`src/rtl/fifo_level.sv`:
```
// Single-clock FIFO with occupancy count, almost flags, flush and sticky errors.
// Define FIFO_FWFT_EN for first-word-fall-through output; default is registered read.
module fifo_level #(
  parameter int DATA_WIDTH = 8,
  parameter int ADR_WIDTH  = 8,
  parameter int AF_LEVEL   = (2**ADR_WIDTH) - 4,
  parameter int AE_LEVEL   = 4
) (
  input  logic                  CLK,
  input  logic                  RESET,
  input  logic                  FLUSH,
  input  logic                  WEN,
  input  logic [DATA_WIDTH-1:0] WDAT,
  input  logic                  REN,
  output logic [DATA_WIDTH-1:0] RDAT,
  output logic                  RDAT_EN,
  output logic                  FULL,
  output logic                  ALMOST_FULL,
  output logic                  EMPTY,
  output logic                  ALMOST_EMPTY,
  output logic [ADR_WIDTH:0]    COUNT,
  output logic                  OVERFLOW,
  output logic                  UNDERFLOW,
  input  logic                  CLR_ERR
);

  localparam int DEPTH = 2**ADR_WIDTH;
  localparam logic [ADR_WIDTH:0] CNT_FULL = (ADR_WIDTH+1)'(DEPTH);
  localparam logic [ADR_WIDTH:0] CNT_AF   = (ADR_WIDTH+1)'(AF_LEVEL);
  localparam logic [ADR_WIDTH:0] CNT_AE   = (ADR_WIDTH+1)'(AE_LEVEL);
  localparam logic [ADR_WIDTH:0] CNT_ONE  = (ADR_WIDTH+1)'(1);

  logic [DATA_WIDTH-1:0] mem [DEPTH];

  logic [ADR_WIDTH-1:0]  wadr_q, wadr_d;
  logic [ADR_WIDTH-1:0]  radr_q, radr_d;
  logic [ADR_WIDTH:0]    count_q, count_d;
  logic [DATA_WIDTH-1:0] rdat_q, rdat_d;
  logic                  rdat_en_q, rdat_en_d;
  logic                  full_q, full_d;
  logic                  afull_q, afull_d;
  logic                  empty_q, empty_d;
  logic                  aempty_q, aempty_d;
  logic                  ovf_q, ovf_d;
  logic                  unf_q, unf_d;

  logic wr_ok;
  logic rd_ok;
  logic ovf_evt;
  logic unf_evt;
  logic mem_rd;

  always_comb begin
    wr_ok   = WEN & ~full_q & ~FLUSH;
    rd_ok   = REN & ~empty_q & ~FLUSH;
    ovf_evt = WEN & full_q & ~FLUSH;
    unf_evt = REN & empty_q & ~FLUSH;
  end

`ifdef FIFO_FWFT_EN
  // Words still in the array; the head may already sit in the output reg.
  logic [ADR_WIDTH:0] mem_cnt;

  always_comb begin
    mem_cnt = count_q - {{ADR_WIDTH{1'b0}}, rdat_en_q};
    mem_rd  = (mem_cnt != '0) & (~rdat_en_q | rd_ok) & ~FLUSH;
  end
`else
  always_comb begin
    mem_rd = rd_ok;
  end
`endif

  always_comb begin
    wadr_d = wadr_q + ADR_WIDTH'(wr_ok);
    radr_d = radr_q + ADR_WIDTH'(mem_rd);

    unique case ({wr_ok, rd_ok})
      2'b10:   count_d = count_q + CNT_ONE;
      2'b01:   count_d = count_q - CNT_ONE;
      default: count_d = count_q;
    endcase

    rdat_d = rdat_q;
    if (mem_rd) begin
      rdat_d = mem[radr_q];
    end

`ifdef FIFO_FWFT_EN
    rdat_en_d = mem_rd | (rdat_en_q & ~rd_ok);
`else
    rdat_en_d = rd_ok;
`endif

    if (FLUSH) begin
      wadr_d    = '0;
      radr_d    = '0;
      count_d   = '0;
      rdat_en_d = 1'b0;
    end

    full_d   = (count_d == CNT_FULL);
    afull_d  = (count_d >= CNT_AF);
    aempty_d = (count_d <= CNT_AE);
`ifdef FIFO_FWFT_EN
    empty_d  = ~rdat_en_d;
`else
    empty_d  = (count_d == '0);
`endif

    // A fresh error event wins over a same-cycle clear.
    ovf_d = (ovf_q & ~CLR_ERR) | ovf_evt;
    unf_d = (unf_q & ~CLR_ERR) | unf_evt;
  end

  always_ff @(posedge CLK) begin
    if (wr_ok) begin
      mem[wadr_q] <= WDAT;
    end
  end

  always_ff @(posedge CLK) begin
    if (RESET) begin
      wadr_q    <= '0;
      radr_q    <= '0;
      count_q   <= '0;
      rdat_q    <= '0;
      rdat_en_q <= 1'b0;
      full_q    <= 1'b0;
      afull_q   <= 1'b0;
      empty_q   <= 1'b1;
      aempty_q  <= 1'b1;
      ovf_q     <= 1'b0;
      unf_q     <= 1'b0;
    end else begin
      wadr_q    <= wadr_d;
      radr_q    <= radr_d;
      count_q   <= count_d;
      rdat_q    <= rdat_d;
      rdat_en_q <= rdat_en_d;
      full_q    <= full_d;
      afull_q   <= afull_d;
      empty_q   <= empty_d;
      aempty_q  <= aempty_d;
      ovf_q     <= ovf_d;
      unf_q     <= unf_d;
    end
  end

  assign RDAT         = rdat_q;
  assign RDAT_EN      = rdat_en_q;
  assign FULL         = full_q;
  assign ALMOST_FULL  = afull_q;
  assign EMPTY        = empty_q;
  assign ALMOST_EMPTY = aempty_q;
  assign COUNT        = count_q;
  assign OVERFLOW     = ovf_q;
  assign UNDERFLOW    = unf_q;

endmodule

```
`config.mk`:
```
export PLATFORM = sky130hd
export DESIGN_NAME = fifo_level
export DESIGN_NICKNAME = d
export VERILOG_FILES = /design/src/rtl/fifo_level.sv
export SDC_FILE = /design/constraint.sdc
export NUM_CORES = 2
export LEC_CHECK = 0
export ABC_AREA = 1
export BUFFER_PORTS_ARGS = -buffer_cell sky130_fd_sc_hd__buf_2
export CORE_MARGIN = 4
export CORE_UTILIZATION = 45
export DETAILED_ROUTE_END_ITERATION = 8
export GPL_TIMING_DRIVEN = 0
export HOLD_SLACK_MARGIN = 0.15
export SYNTH_ARGS = -nofsm -noshare
export SYNTH_HDL_FRONTEND = slang
export SYNTH_SLANG_ARGS = --single-unit
```
`constraint.sdc`:
```
create_clock -name CLK -period 4.1 [get_ports CLK]
set_clock_uncertainty 0.05 [all_clocks]
set_input_delay 0.41 -clock CLK [delete_from_list [all_inputs] [get_ports CLK]]
set_output_delay 0.41 -clock CLK [all_outputs]
set_load 0.03 [all_outputs]
```
==> results by group <==
Min path
  – Hold crit path type: in2reg

Power
  – Max IR drop VDD: 387.9 uV
  – Static leakage: 35.91 nW
  – Final Power: 44.37 mW
  – PD cells: 452.8 nW/um2

Clocking
  – Number of H-tree levels: 4
  – Clock-pin slew on the worst setup and hold paths: 60 ps
  – Clock Latency Late Sink: 910 ps
  – CTS Buf Count: 217
  – Post-CTS Repair Setup Buffers: 0
  – Max clock buf depth: 3
  – Root buffer selected by CTS: clkbuf_16
  – CTS tree: yes
  – CTS Sinks: 2,088

Synthesis
  – Mapped cell area: 86,550 um2
  – Seq/Total Area, Yosys: 71.98%
  – Net Count, Synth: 7,767
  – Synth Area per Inst: 11.17 um2
  – Syn. warnings: 0
  – Post-synthesis register bit count: 2,088
  – Yosys cell types: 36
  – Synth Instances: 7,746

Finish
  – Fraction of layout cells with a size suffix above 1: 8.427%
  – Seq. cell area: 62,300 um2
  – Nets: 8,084
  – Area of the multi-input gates: 20,940 um2
  – Post-Layout Inst Area: 98,000 um2
  – Filler cell count: 16,870
  – Area added between synthesis and finish: 13.22%

Routing
  – DR iter-0 viols: 10,640
  – DR vias/cell: 6.050
  – Routed Antenna Nets: 0
  – Vias: 65,120
  – Drt pass-1 iters: 6
  – WL/cell: 36.65 um
  – Wirelength, routed: 394,500 um
  – DRC: 0

STA
  – Fin crit share: 105.5%
  – Final hold violation count: 0
  – Max-slew violation count: 57
  – Least-Margin Pin Slew: 1576 ps
  – Max Clock Freq: 0.2312 GHz
  – PnR worst setup slack: -225.3 ps
  – # setup viols final: 72
  – RSZ-0062 raised after global routing: no
  – Slew HR: -5.086%
  – Hold Slack: 278.0 ps
  – Tmin final: 4325 ps

Worst setup path
  – Critical path endpoint category: register
  – Slowest CP cell: clkbuf_1
  – Worst EP arrival: 5130 ps
  – Startpoint types: register
  – Worst Path Required: 4900 ps
  – Critical path type: reg2reg
  – Slowest stage delay, CP: 950 ps
  – CP max FO: 10
  – Critical Path, Cell by Cell: inv_1, clkbuf_1, clkbuf_1, nand3_1, o211ai_1, nand3_1, nand2_1, nand2_1, nand2_1, nand3_1, nand3_1, nand2_1, inv_1

Floorplan
  – Die width: 446.6 um
  – FP Rows: 160
  – Die Y: 446.6 um
  – Die area: 199,400 um2
  – Initial core utilization: 45.37%
  – Core Area: 190,800 um2
  – I/O pins: 38

Run status
  – Status: finished with violations
  – Failing checks: max-capacitance violations, max-slew violations, negative setup slack

GRT
  – Initial antenna violation count: 20
  – GRT Total Usage: 39.14%
  – Grt total ovfl: 0
  – Vias in the first global route: 59,730
  – Largest net degree at the start of global routing: 124
  – First-pass GRT wire length: 519,300 um

Place
  – Hpwl dp: 281,800 um
  – Port-buffer cells: 36
  – Cell area after placement: 90,910 um2
  – GPL Wtd Cong: 1.038

Job
  – Max Cap Viol: 7
## layout make-up
type	count	area share [%]
sequential	2088	63.57
multi-input combinational	4868	21.37
clock buffer	287	6.045
tap	2511	3.206
buffer	465	2.283
timing repair buffer	98	1.361
inverter	325	1.247
clock inverter	116	0.9039
antenna	5	0.01277
## registers in the layout (all words and copies together), names as in the netlist
| register | count |
|---|---|
| FULL | 1 |
| COUNT | 9 |
| OVERFLOW | 1 |
| RDAT | 8 |
| ALMOST_FULL | 1 |
| RDAT_EN | 1 |
| radr_q | 8 |
| wadr_q | 8 |
| mem | 2048 |
| EMPTY | 1 |
| ALMOST_EMPTY | 1 |
| UNDERFLOW | 1 |
## cells in the mapped netlist (all sizes together)
cell     count  area (um2)
nor3        26       135.1
a21oi      188       940.9
clkinv       6       22.52
nor4         2       12.51
buf        302        1603
ha           7       87.58
o21a         9       67.56
dfxtp       40       800.8
nand3b       1       7.510
xor2         5       43.79
nand2     2445        9180
o21ai      229        1146
o22ai       14       87.58
a31oi        1       6.260
a2111oi      1       8.760
xnor2        5       43.79
nand4        2       12.51
nand3      964        4825
edfxtp    2048       61500
nor2       815        3059
nor2b        1       6.260
inv        319        1200
clkbuf     163       613.1
o211ai      81       608.1
or2          3       18.77
a21boi      69       518.0
## layout by cell type (no fill, tap or decap), types with 44 or more instances in the layout
master	n
a21oi_1	188
buf_1	49
buf_2	228
clkbuf_1	212
clkbuf_16	226
clkinv_1	60
edfxtp_1	2048
inv_1	313
nand2_1	2444
nand3_1	964
nor2_1	765
nor2_2	50
o211ai_1	81
o21ai_0	185
o21ai_1	44
## metrics by stage
step | setup TNS (ps) | setup slack (ps) | util (%) | instances
floorplan | 0 | 961.6 | - | 7746
global placement | -2742560 | -1501 | 47.11 | 10290
detailed placement | -101780 | -394.2 | 47.65 | 10330
CTS | 0 | 13.18 | 51.32 | 10750
global route | 0 | 13.08 | 51.36 | 10760
finish | -4093 | -225.3 | 51.37 | 10760
## final timing paths
kind	from	end	slack (ps)	depth (start not counted)
min reg2reg	EMPTY	RDAT_EN	430	1
min	REN	RDAT_EN	280	4
max reg2reg	radr_q[2]	RDAT[5]	-230	13
max	radr_q[2]	RDAT[5]	-230	13
## worst max-delay path: cells and delay by family (launching register included)
| kind | cells | cell delay, ps |
|---|---|---|
| AOI/OAI and AO/OA | 1 | 290 |
| buffers and inverters | 4 | 1900 |
| DFF | 1 | 450 |
| and+or+nand+nor | 8 | 1560 |
## logic make-up (layout without fill, tap and decap cells)
family,count (synthesis),count (layout),synth area share [%]
flip-flops,2088,2088,71.98
AND/OR/NAND/NOR,4259,4259,19.94
adder cells (fa/ha/maj),7,7,0.1012
other,0,5,0
AO/OA/AOI/OAI,592,592,3.909
buffers and inverters,790,1291,3.972
XOR/XNOR,10,10,0.1012
## per-layer routing
| layer | up-vias | global-route usage (%) | share of wire (%) |
|---|---|---|---|
| met5 | - | 0.02442 | 0.039 |
| met4 | 16 | 34.63 | 11 |
| met3 | 1158 | 8.947 | 11 |
| met2 | 4752 | 57.87 | 43 |
| met1 | 31980 | 48.24 | 35 |
| li1 | 27210 | - | - |
## power by group
group          switching [mW]  total, mW  internal [mW]
Clock                    8.55       19.4           10.9
Combinational            1.24       1.51          0.277
Sequential             0.0148       23.5           23.4
Total                    9.80       44.4           34.6
## repair_timing
action | 4_1_cts | 5_1_grt
endpoints found under the setup margin | 4 | 6
hold buffers | 17 | 0
hold endpoints to repair | 506 | 0
resized for setup | 4 | 12
(Power assumes the default switching activity.)
